## config.mk

```make
export PLATFORM = sky130hd
export DESIGN_NAME = bnn_acc_seq
export DESIGN_NICKNAME = d
export VERILOG_FILES = /design/src/rtl/bnn_acc_seq.sv
export SDC_FILE = /design/constraint.sdc
export NUM_CORES = 1
export LEC_CHECK = 0
export ABC_AREA = 1
export BUFFER_PORTS_ARGS = -buffer_cell sky130_fd_sc_hd__buf_2
export CORE_UTILIZATION = 35
export CTS_CLUSTER_DIAMETER = 50
export DETAILED_ROUTE_END_ITERATION = 8
export PLACE_DENSITY = 0.59
export SLEW_MARGIN = 20
export SYNTH_ARGS = -nofsm -noshare
export SYNTH_HDL_FRONTEND = slang
export SYNTH_SLANG_ARGS = --single-unit
```

## constraint.sdc

```tcl
create_clock -name clk -period 2.25 [get_ports clk]
set_clock_uncertainty 0.1 [all_clocks]
set_input_delay 0 -clock clk [delete_from_list [all_inputs] [get_ports clk]]
set_output_delay 0 -clock clk [all_outputs]
set_load 0.01 [all_outputs]
```

## src/rtl/bnn_acc_seq.sv

```systemverilog
// Bit-serial binary neural network dot-product accumulator.
// One +/-1 term per cycle is applied to the accumulator through an external add1/sub1 ALU.
module bnn_acc_seq #(
    parameter int VEC_LEN = 16,
    parameter int ACC_W   = 12
) (
    input  logic                    clk,
    input  logic                    rst,
    input  logic                    in_valid,
    output logic                    in_ready,
    input  logic [VEC_LEN-1:0]      act_vec,
    input  logic [VEC_LEN-1:0]      wgt_vec,
    input  logic signed [ACC_W-1:0] bias,
    output logic                    alu_a_lsb,
    output logic                    alu_op,
    output logic signed [ACC_W-1:0] alu_b,
    input  logic signed [ACC_W-1:0] alu_res,
    output logic                    out_valid,
    input  logic                    out_ready,
    output logic signed [ACC_W-1:0] out_data,
    output logic                    out_sign,
    output logic [1:0]              fsm_state
);

    // Handshakes: a transfer happens on a rising edge where valid and ready are both 1;
    // valid never waits on ready, and out_valid/out_data hold until the transfer.
    localparam int CNT_W = (VEC_LEN > 1) ? $clog2(VEC_LEN) : 1;
    localparam logic [CNT_W-1:0] LAST = CNT_W'(VEC_LEN - 1);

    typedef enum logic [1:0] {
        IDLE = 2'd0,
        RUN  = 2'd1,
        DONE = 2'd2
    } state_t;

    state_t                    state;
    state_t                    state_nxt;
    logic signed [ACC_W-1:0]   acc;
    logic [CNT_W-1:0]          cnt;
    logic [VEC_LEN-1:0]        act_q;
    logic [VEC_LEN-1:0]        wgt_q;

    always_ff @(posedge clk or posedge rst) begin
        if (rst) begin
            state <= IDLE;
        end else begin
            state <= state_nxt;
        end
    end

    always_comb begin
        state_nxt = state;
        in_ready  = 1'b0;
        out_valid = 1'b0;
        alu_a_lsb = 1'b0;
        alu_op    = 1'b0;
        case (state)
            IDLE: begin
                in_ready = 1'b1;
                if (in_valid) state_nxt = RUN;
            end
            RUN: begin
                // A mismatching bit pair is a -1 term, so sub1; a match is +1, so add1.
                alu_a_lsb = 1'b1;
                alu_op    = act_q[cnt] ^ wgt_q[cnt];
                if (cnt == LAST) state_nxt = DONE;
            end
            DONE: begin
                out_valid = 1'b1;
                if (out_ready) state_nxt = IDLE;
            end
            default: state_nxt = IDLE;
        endcase
    end

    always_ff @(posedge clk or posedge rst) begin
        if (rst) begin
            acc   <= '0;
            cnt   <= '0;
            act_q <= '0;
            wgt_q <= '0;
        end else begin
            case (state)
                IDLE: begin
                    if (in_valid) begin
                        act_q <= act_vec;
                        wgt_q <= wgt_vec;
                        acc   <= bias;
                        cnt   <= '0;
                    end
                end
                RUN: begin
                    acc <= alu_res;
                    cnt <= cnt + CNT_W'(1);
                end
                default: ;
            endcase
        end
    end

    assign alu_b     = acc;
    assign out_data  = acc;
    assign out_sign  = ~acc[ACC_W-1];
    assign fsm_state = state;

endmodule

```

Word-level counts from Yosys, hierarchy flattened
Index checks and enable logic that the tools add are counted.
Cells by class
  reduce and logical (&&, ||, !) cells: 5
  $lt $le $gt $ge: 1
  muxes and demuxes: 16
  bitwise operators: 2
  $add $sub $neg: 1
  equal/unequal tests: 6
Operator list (count)
  $pmux 12 s2: 1
  $mux 12: 1
  $bmux 1 s4: 2
  $pmux 4 s2: 1
  $mux 1: 6
  $mux 2: 3
  $ne 2x2->1 const B: 3
  $pmux 2 s3: 1
  $lt 4x5->1 const B: 1
  $add 4x1->4 const B: 1
  $eq 4x4->1 const B: 1
  $mux 4: 1
  $reduce_and 2->1: 2
  $reduce_and 3->1: 1
  $eq 2x1->1 const B: 1
  $eq 2x2->1 const B: 1
  $logic_not 2->1: 1
  $reduce_bool 2->1: 1
  $not 1->1: 1
  $xor 1x1->1: 1
Storage, ports and cells
  flip-flop bits (word level): 50
  input bits: 60
  output and inout bits: 31

Longest topological paths before layout
Gate-level depths: netlist of the first run.
  depth in word-level cells: 4
  mapped depth: 11
  gate-level depth less buffers: 9

Worst setup path before layout of the first run
Ideal clock, no wire load.
  path kind: flip-flop to flip-flop
  start point: reg state[0], in the netlist fsm_state[0]
  end point: reg act_q[11]
  data required time: 2023 ps
  arrival: 1132 ps
  period minus slack after synthesis: 1359 ps
  cell stages (with the launch flop): 5
  slack: 891 ps
  library setup time: 127 ps
  cells stage by stage: dfrtp_1 > nor2_4 > nand2_1 > buf_4 > mux2_1
Between the ends
  word-level cells in the longest chain between the ends: 2
Ends and longest elaborated chain
  from (decl): line 36  | state_t state;
  from (signal assigned): line 47  | state <= state_nxt;
  $logic_not 2->1: line 83  | case (state)
  $reduce_and 2->1 (no line)
  to (signal assigned): line 86  | act_q <= act_vec;
  to (decl): line 40  | logic [VEC_LEN-1:0] act_q;
Every way passes these cells.
A chain may end at the register's enable or synchronous reset.

Final worst setup path of the first run
  start point: reg state[0], in the netlist fsm_state[0]
  end point: reg acc[7], in the netlist alu_b[7]
Between the ends
  word-level cells in the longest chain between the ends: 3
  elaborated cells between the ends (all ways): 6
Ends and longest elaborated chain
  $eq 2x1->1 or $logic_not 2->1 (tied branches): line 83
  $reduce_bool 2->1 (no line) or $ne 2x2->1 (tied branches)
  $reduce_and 2->1 (no line)
  to (signal assigned): line 88  | acc <= bias;
  to (signal assigned): line 93  | acc <= alu_res;
  to (decl): line 38  | logic signed [ACC_W-1:0] acc;
Several ways; a longest one is shown, not always the timed one.

==> results by group, run 1 <==
Power
  • Tot Pwr: 0.00446 W
  • Power Density: about 1200 nW/um^2
  • Sw Pwr: between 0.0015 and 0.002 W
  • Gate power share: 0.503
  • Leakage: approximately 1.9 nW
  • Peak VDD IR: a little under 0.0004 V
  • Clk pwr share: 0.142
  • Reg power frac: 0.355
  • Int Pwr: 0.00262 W
  • Switching Fraction: 0.413

Detailed routing
  • TritonRoute pass-1 iters: 4
  • WL/cell: approximately 12 um
  • Post-route antenna net violation count: 0
  • Vias: 2,487
  • Vias per cell: 4.53
  • DRC errors left: 0
  • Final wirelength: between 6000 and 7000 um
  • DRT iter0 DRCs: around 190

Final layout
  • Share of cells above drive strength 1: 0.247
  • Antenna diodes: 0
  • Storage element area: ~1300 sq um
  • Most common cell after layout, fill and taps aside: buf_2
  • Multi-input gate area: about 920 sq um
  • Non-filler instance count after layout: between 500 and 600
  • Most frequent cells in the layout: buf_2 (90), nand2_1 (68), dlygate4sd3_1 (58), dfrtp_1 (50), nand3_1 (49)
  • Synthesis-to-layout area growth: 43.7%
  • Nets: slightly above 500
  • Final-layout fill cell count: 673

GRT
  • Gr ovfl total: 0
  • Largest net degree at the start of global routing: 51
  • First-pass GRT wire length: ~11,000 um
  • GRT Util Overall: 0.181
  • Via count of the first global-routing pass: around 2,500
  • Antenna violations before repair: 0

STA
  • Slew @ Worst Pin: roughly 640 ps
  • Setup WS post-layout: around 250 ps
  • Setup TNS: 0 ps
  • Setup-failing EPs final: 0
  • Period utilization: 0.891
  • Hold Slack: roughly 20 ps
  • Post-route minimum period: ~2000 ps
  • Max-slew headroom: 0.572
  • Fin. Hold Viols: 0
  • RSZ-0062 raised after global routing: no
  • Max Slew Vio Count: 0
  • Max Freq: 499 MHz

CTS
  • Num CTS Buffers: 5
  • Latest clock arrival within the worst-skew pair: 310 ps
  • Post-CTS resize count: 0
  • CTS HTree Levels: 2
  • CTS sink count: 50
  • Root Driver: clkbuf_8
  • CTS tree: built
  • Worst-path clk slew: approximately 100 ps
  • Max Root-Sink Buffers: 2

Placed design
  • Placer Congestion: around 0.8
  • Post-DP HPWL: between 4000 and 5000 um
  • IO Port Bufs: 90
  • Dpl cells: around 480
  • Pre-CTS setup slack: roughly 550 ps

Yosys
  • Flops & latches, synth: 50
  • Synthesized Nets: roughly 380
  • Mapped Area: 2530 sq um
  • Dominant synthesized flop cell: dfrtp_1
  • Gate Count Post-Synth: between 300 and 400
  • Synth Area per Inst: 7.89 sq um
  • EDFF count, synth: 0
  • Sequential cell area fraction in the yosys report: 0.495
  • Yosys warns: 0
  • Synth cell types: 24
  • Asr flop ratio synth: 1.00

Worst hold path
  • Worst min path class: input pin to flop

Critical path
  • Worst EP required: approximately 2400 ps
  • CP endpoint kind: flop
  • Critical Path Start Type: flop
  • CP Max Fanout: 11
  • Setup slack, reg-to-reg: approximately 250 ps
  • Critical path class: flop to flop
  • Crit path DAT: approximately 2100 ps

Job
  • Max cap viols: 0

Die
  • Boundary Pins: slightly above 90
  • Initial Utilization: 0.368
  • Die X: 87.0 um
  • Die Span Y: 87.0 um
  • DIE AREA: between 7000 and 8000 sq um
  • # rows: 30
  • Core area: between 6000 and 7000 sq um

Status
  • Outcome: complete, no violations
==> registers in the layout (all words and copies together), names as in the netlist <==
name,count
alu_b,12
cnt,4
act_q,16
wgt_q,16
fsm_state,2
==> metal layers <==
layer / GRT usage / share of wire
met3: 0.0360 / 0.034
met1: 0.222 / 0.45
met2: 0.301 / 0.49
met5: 0 / 0
met4: 0.0955 / 0.026
==> cell type report <==
| class | count | area share |
|---|---|---|
| Clock buffer | 6 | 0.0200 |
| Clock inverter | 2 | 0.0103 |
| Inverter | 42 | 0.0455 |
| Multi-Input combinational cell | 200 | 0.252 |
| Sequential cell | 50 | 0.345 |
| Tap cell | 96 | 0.0331 |
| Timing Repair Buffer | 153 | 0.294 |
==> logic make-up (layout without fill, tap and decap cells) <==
family | after synthesis | in the layout | synth area share
simple gates | 158 | 158 | 0.269
buf+inv | 70 | 203 | 0.143
flops | 50 | 50 | 0.495
compound gates | 40 | 40 | 0.0832
fa+ha+maj | 1 | 1 | 0.00495
mux | 1 | 1 | 0.00446
==> stage by stage <==
stage / util / area [sq um]
after global placement: 0.427 / 2930
after CTS: 0.528 / 3620
after global routing: 0.529 / 3630
final: 0.529 / 3630
after floorplan: - / 2530
after detailed placement: 0.427 / 2930
==> cells in the mapped netlist, types with 2 or more instances <==
cell	number	share of area
a21oi_1	31	0.061
buf_2	10	0.020
nor2_1	35	0.052
nand3_2	2	0.0079
nand3_1	49	0.097
buf_4	14	0.042
inv_2	3	0.0045
buf_6	2	0.0089
o21ai_0	5	0.0099
inv_1	38	0.056
nand2_1	69	0.10
dfrtp_1	50	0.50
==> power groups by stage <==
stage | combinational [W] | sequential, W | clock, W
2_1_floorplan | 0.00160 | 0.00157 | 0
3_3_place_gp | 0.00198 | 0.00159 | 0
3_5_place_dp | 0.00199 | 0.00161 | 0
4_1_cts | 0.00225 | 0.00159 | 0.000659
5_1_grt | 0.00257 | 0.00164 | 0.000684
6_report | 0.00224 | 0.00158 | 0.000636
==> final timing paths <==
path / from / endpoint / cells after the start
hold / removal: in_valid / alu_b[1]$_DFFE_PP0P_ / 3
setup / recovery: fsm_state[0]$_DFFE_PP0P_ / alu_b[7]$_DFFE_PP0P_ / 7
min in group asynchronous: rst / wgt_q[7]$_DFFE_PP0P_ / 4
hold reg to reg: act_q[11]$_DFFE_PP0P_ / act_q[11]$_DFFE_PP0P_ / 1
setup reg to reg: fsm_state[0]$_DFFE_PP0P_ / alu_b[7]$_DFFE_PP0P_ / 7
max in group asynchronous: rst / wgt_q[6]$_DFFE_PP0P_ / 4
==> critical path, cell delays in order (launching register included) <==
cell,delay (ps)
dfrtp_1,450
nor2_4,160
nand2_2,80
nand2_1,160
inv_1,200
nand2_1,120
nand3_1,70
dlygate4sd3_1,550
==> timing repair <==
item                                    4_1_cts  5_1_grt
endpoints found under the setup margin        0       10
hold buffers                                 58        0
setup buffers                                 0        1
hold endpoints to repair                     95        0
Power figures use the tool's default switching activity.
==> run 2: changes to the inputs <==
--- a/config.mk
+++ b/config.mk
@@ -10,7 +10,7 @@
 export CORE_UTILIZATION = 35
 export CTS_CLUSTER_DIAMETER = 50
 export DETAILED_ROUTE_END_ITERATION = 8
-export PLACE_DENSITY = 0.59
+export SKIP_LAST_GASP = 1
 export SLEW_MARGIN = 20
 export SYNTH_ARGS = -nofsm -noshare
 export SYNTH_HDL_FRONTEND = slang
==> run 2 against run 1 <==
Clock power decreased by 1%. Die area unchanged. Sequential power about the same. Final area increased by 0.76%. Combinational power decreased by 7%. Critical path depth decreased by 2. Sequential share of layout area decreased by 0.23 points. Sequential cell count unchanged. Largest cell class unchanged. Highest routed layer unchanged.
==> results by group, run 2 (synthesis results as in run 1) <==
Status
  • Outcome: complete, no violations

Die
  • Die Span Y: roughly 87 um
  • DIE AREA: around 7600 sq um
  • Boundary Pins: 91
  • Core area: approximately 6900 sq um
  • Die X: about 87 um
  • Initial Utilization: 0.368
  • # rows: 30

Detailed routing
  • Vias: ~2,500
  • TritonRoute pass-1 iters: 4
  • Final wirelength: 6470 um
  • Met2 WL post-DR: ~3300 um
  • WL met3: 144 um
  • M1 wire length: approximately 2900 um
  • Post-route antenna net violation count: 0
  • DRC errors left: 0
  • WL/cell: approximately 12 um
  • Vias per cell: 4.48
  • DRT iter0 DRCs: 63
  • Top sig layer: met4

Final layout
  • Antenna diodes: 0
  • Synthesis-to-layout area growth: 44.8%
  • Most common cell after layout, fill and taps aside: buf_2
  • Most frequent cells in the layout: buf_2 (90), nand2_1 (68), dlygate4sd3_1 (60), nand3_1 (49), dfrtp_1 (49)
  • Non-filler instance count after layout: 549
  • Design area: about 3700 sq um
  • Share of cells above drive strength 1: 0.243
  • Nets: roughly 510

Placed design
  • Dpl cells: slightly below 500
  • IO Port Bufs: 90
  • Placer Congestion: around 0.81
  • Placed cell area: just under 3000 sq um
  • Post-DP HPWL: slightly above 4000 um
  • Pre-CTS setup slack: between 400 and 500 ps

Critical path
  • Worst reg2reg startpoint: fsm_state[0]$_DFFE_PP0P_
  • Critical path class: flop to flop
  • Setup slack, reg-to-reg: about 240 ps
  • CP endpoint kind: flop
  • CP Max Fanout: 15
  • Worst EP required: about 2400 ps
  • Crit path DAT: ~2100 ps
  • Critical Path Start Type: flop
  • Critical R2R Capture: alu_b[11]$_DFFE_PP0P_
  • R2r worst-path depth: 5

Worst hold path
  • Worst min path class: input pin to flop
  • Hold Path Sink: alu_b[6]$_DFFE_PP0P_
  • Hold path start: in_valid
  • Hold Crit Depth: 3

Power
  • Switching Fraction: 0.423
  • Clk pwr share: 0.146
  • Leakage: roughly 1.9 nW
  • Peak VDD IR: 0.000423 V
  • Int Pwr: approximately 0.0025 W
  • Power Density: roughly 1200 nW/um^2
  • Sw Pwr: 0.00182 W
  • Reg power frac: 0.372
  • Gate power share: 0.483

CTS
  • Worst-path clk slew: 90 ps
  • CTS tree: built
  • Max Root-Sink Buffers: 2
  • Setup Buffers After CTS: 0
  • CTS HTree Levels: 2
  • Num CTS Buffers: 5
  • CTS sink count: 50
  • Root Driver: clkbuf_8
  • Latest clock arrival within the worst-skew pair: 310 ps

STA
  • Period utilization: 0.895
  • Setup WS post-layout: roughly 240 ps
  • Fin. Hold Viols: 0
  • Setup-failing EPs final: 0
  • RSZ-0062 raised after global routing: no
  • Max Freq: between 400 and 500 MHz
  • Max Slew Vio Count: 0
  • Slew @ Worst Pin: 580 ps
  • Post-route minimum period: about 2000 ps
  • Max-slew headroom: 0.613
  • Hold Slack: 9.22 ps
  • Setup TNS: 0 ps

GRT
  • Via count of the first global-routing pass: around 2,500
  • GRT Util Overall: 0.183
  • First-pass GRT wire length: around 11,000 um
  • Gr ovfl total: 0
  • Antenna violations before repair: 0
  • Largest net degree at the start of global routing: between 60 and 70

Job
  • Max cap viols: 0
[run 2: power groups by stage]
| stage | Sequential, W | Combinational (W) | Clock, W |
|---|---|---|---|
| 3_3_place_gp | 0.00161 | 0.00196 | 0 |
| 5_1_grt | 0.00167 | 0.00238 | 0.000676 |
| 3_5_place_dp | 0.00162 | 0.00199 | 0 |
| 4_1_cts | 0.00160 | 0.00210 | 0.000648 |
| 2_1_floorplan | 0.00157 | 0.00160 | 0 |
| 6_report | 0.00160 | 0.00208 | 0.000628 |
[run 2: area by class of cell]
type,instances,area (sq um)
Timing Repair Buffer,153,1100
Clock inverter,1,30.0
Sequential cell,50,1250
Inverter,42,165
Fill cell,660,3210
Tap cell,96,120
Multi-Input combinational cell,200,916
Clock buffer,7,76.3
[run 2: per-stage QoR]
step | utilization | total power [W]
after floorplan | - | 0.00317
after global placement | 0.430 | 0.00357
after detailed placement | 0.430 | 0.00361
after CTS | 0.532 | 0.00435
after global routing | 0.533 | 0.00472
final | 0.533 | 0.00431
[run 2: repair_timing]
item | in CTS | in global routing
endpoints found under the setup margin | 0 | 1
resized for setup | 0 | 1
hold endpoints to repair | 70 | 0
hold buffers | 60 | 0
[run 2: how the worst max path moves through the flow]
stage               slack, ps                    end                      from
global placement          510                 alu_op        cnt[0]$_DFFE_PP0P_
floorplan                 890  act_q[11]$_DFFE_PP0P_  fsm_state[0]$_DFFE_PP0P_
finish                    240  alu_b[11]$_DFFE_PP0P_  fsm_state[0]$_DFFE_PP0P_
global route               80                 alu_op        cnt[1]$_DFFE_PP0P_
CTS                       110                 alu_op        cnt[0]$_DFFE_PP0P_
detailed placement        470                 alu_op        cnt[0]$_DFFE_PP0P_
[run 2: critical path: stages (launching register included)]
cell           delay (ps)
dfrtp_1               450
nor2_4                350
nand2_2               130
nand2_1               210
o211ai_1              110
dlygate4sd3_1         560
[run 2: metal layers]
layer  vias to the layer above  track usage
met5                         -            0
met4                         0       0.0833
met3                        11       0.0180
met2                        54        0.324
met1                      1137        0.226
li1                       1260            -
==> run 3: changes to the inputs <==
--- a/config.mk
+++ b/config.mk
@@ -8,8 +8,10 @@
 export ABC_AREA = 1
 export BUFFER_PORTS_ARGS = -buffer_cell sky130_fd_sc_hd__buf_2
 export CORE_UTILIZATION = 35
+export CTS_BUF_LIST = sky130_fd_sc_hd__clkbuf_4
 export CTS_CLUSTER_DIAMETER = 50
 export DETAILED_ROUTE_END_ITERATION = 8
+export RECOVER_POWER = 25
 export SKIP_LAST_GASP = 1
 export SLEW_MARGIN = 20
 export SYNTH_ARGS = -nofsm -noshare
==> run 3 against run 2 <==
Critical path depth unchanged. Highest routed layer unchanged. Critical endpoint unchanged. Final cell count down 0.18%. Register-to-register slack about the same.
==> results by group, run 3 (synthesis results as in run 1) <==
Status
  • Outcome: complete, no violations

Placed design
  • IO Port Bufs: 90
  • Placer Congestion: ~0.81
  • Post-DP HPWL: between 4000 and 5000 um
  • Pre-CTS setup slack: 466 ps

Final layout
  • Nets: between 500 and 600
  • Antenna diodes: 0
  • Most frequent cells in the layout: buf_2 (90), nand2_1 (68), dlygate4sd3_1 (59), nand3_1 (49), dfrtp_1 (48)
  • Final-layout fill cell count: approximately 670
  • Synthesis-to-layout area growth: 42.9%
  • Share of cells above drive strength 1: 0.248
  • Most common cell after layout, fill and taps aside: buf_2

Critical path
  • Slowest cell on the critical path: dlygate4sd3_1
  • Crit path DAT: roughly 2200 ps
  • CP cell instances: nor2_4 > nand2_2 > nand2_1 > o211ai_1 > dlygate4sd3_1
  • Critical Path Start Type: flop
  • CP top delay family: simple AND/OR/NAND/NOR gates
  • Largest stage delay on the critical path: between 500 and 600 ps
  • WP buf/inv: 1
  • Worst EP required: 2420 ps
  • CP Max Fanout: 15
  • CP endpoint kind: flop
  • Critical path class: flop to flop

Detailed routing
  • Post-route antenna net violation count: 0
  • Final wirelength: between 6000 and 7000 um
  • WL/cell: 11.6 um
  • DRC errors left: 0
  • Vias per cell: about 4.5
  • Vias: 2,465
  • TritonRoute pass-1 iters: 4
  • DRT iter0 DRCs: between 90 and 100

Power
  • Gate power share: 0.491
  • Switching Fraction: 0.427
  • Clk pwr share: 0.128
  • Int Pwr: about 0.0024 W
  • Leakage: 1.90 nW
  • Sw Pwr: 0.00180 W
  • Reg power frac: 0.381
  • Peak VDD IR: between 0.0004 and 0.0005 V
  • Power Density: between 1000 and 1500 nW/um^2

GRT
  • Gr ovfl total: 0
  • GRT Util Overall: 0.181
  • Largest net degree at the start of global routing: 65
  • Antenna violations before repair: 0
  • Via count of the first global-routing pass: roughly 2,400
  • First-pass GRT wire length: roughly 11,000 um

STA
  • Setup WS post-layout: about 240 ps
  • Slew @ Worst Pin: just under 1000 ps
  • RSZ-0062 raised after global routing: no
  • Setup TNS: 0 ps
  • Max-slew headroom: 0.344
  • Hold Slack: around 280 ps
  • Period utilization: 0.894
  • Fin. Hold Viols: 0
  • Post-route minimum period: ~2000 ps
  • Max Freq: 497 MHz
  • Setup-failing EPs final: 0
  • Max Slew Vio Count: 0

Die
  • Die Span Y: 87.0 um
  • Die X: 87.0 um
  • DIE AREA: between 7000 and 8000 sq um
  • Core area: approximately 6900 sq um
  • Boundary Pins: between 90 and 100
  • Initial Utilization: 0.368
  • # rows: 30

CTS
  • Num CTS Buffers: 5
  • Max Root-Sink Buffers: 2
  • CTS HTree Levels: 2
  • CTS sink count: 50
  • Setup Buffers After CTS: 0
  • Worst-path clk slew: around 150 ps
  • Root Driver: clkbuf_4
  • Latest clock arrival within the worst-skew pair: about 360 ps
  • CTS tree: built

Job
  • Max cap viols: 0

Worst hold path
  • Worst min path class: input pin to asynchronous set/reset pin
run 3: cell type report:
cell class,instances,area (sq um),area share
Tap cell,96,120,0.0333
Inverter,42,165,0.0457
Sequential cell,50,1250,0.347
Timing Repair Buffer,152,1070,0.297
Multi-Input combinational cell,200,916,0.254
Clock buffer,7,52.6,0.0146
Clock inverter,1,30.0,0.00832
run 3: through the flow:
step                cells  total power [W]  utilization  cell area, sq um
finish                548          0.00420        0.526              3610
CTS                   548          0.00425        0.528              3620
global placement      481          0.00357        0.430              2950
global route          548          0.00463        0.526              3610
floorplan             320          0.00317            -              2530
detailed placement    481          0.00361        0.430              2950
run 3: path summary, 6_finish.rpt:
| path | startpoint | endpoint | slack (ps) | depth (start not counted) |
|---|---|---|---|---|
| worst min register to register | alu_b[0]$_DFFE_PP0P_ | alu_b[0]$_DFFE_PP0P_ | 410 | 2 |
| worst max-delay path | fsm_state[0]$_DFFE_PP0P_ | alu_b[11]$_DFFE_PP0P_ | 240 | 5 |
| worst max register to register | fsm_state[0]$_DFFE_PP0P_ | alu_b[11]$_DFFE_PP0P_ | 240 | 5 |
| max in group asynchronous | rst | cnt[0]$_DFFE_PP0P_ | 560 | 4 |
| worst min-delay path | rst | alu_b[5]$_DFFE_PP0P_ | 280 | 3 |
| min in group clk | alu_res[1] | alu_b[1]$_DFFE_PP0P_ | 290 | 4 |
run 3: layer usage:
layer  track usage  up-vias  wire length, um
li1              -     1259                -
met1         0.224     1122             2800
met2         0.316       70             3220
met3        0.0284       14              201
met4        0.0712        0              157
met5             0        -                0
run 3: power by group through the flow:
stage | Combinational, W | Sequential [W] | Clock, W
floorplan | 0.00160 | 0.00157 | 0
global placement | 0.00196 | 0.00161 | 0
detailed placement | 0.00199 | 0.00162 | 0
CTS | 0.00210 | 0.00159 | 0.000562
global route | 0.00237 | 0.00167 | 0.000593
finish | 0.00206 | 0.00160 | 0.000538
run 3: worst reg2reg max path, cell delays in order, from the launching register on:
cell and delay [ps]:
dfrtp_1 460, nor2_4 350, nand2_2 130, nand2_1 210
o211ai_1 110, dlygate4sd3_1 560
run 3: timing repair:
item,in CTS,in global routing
hold buffers,59,0
endpoints found under the setup margin,0,1
hold endpoints to repair,96,0
resized for setup,0,2
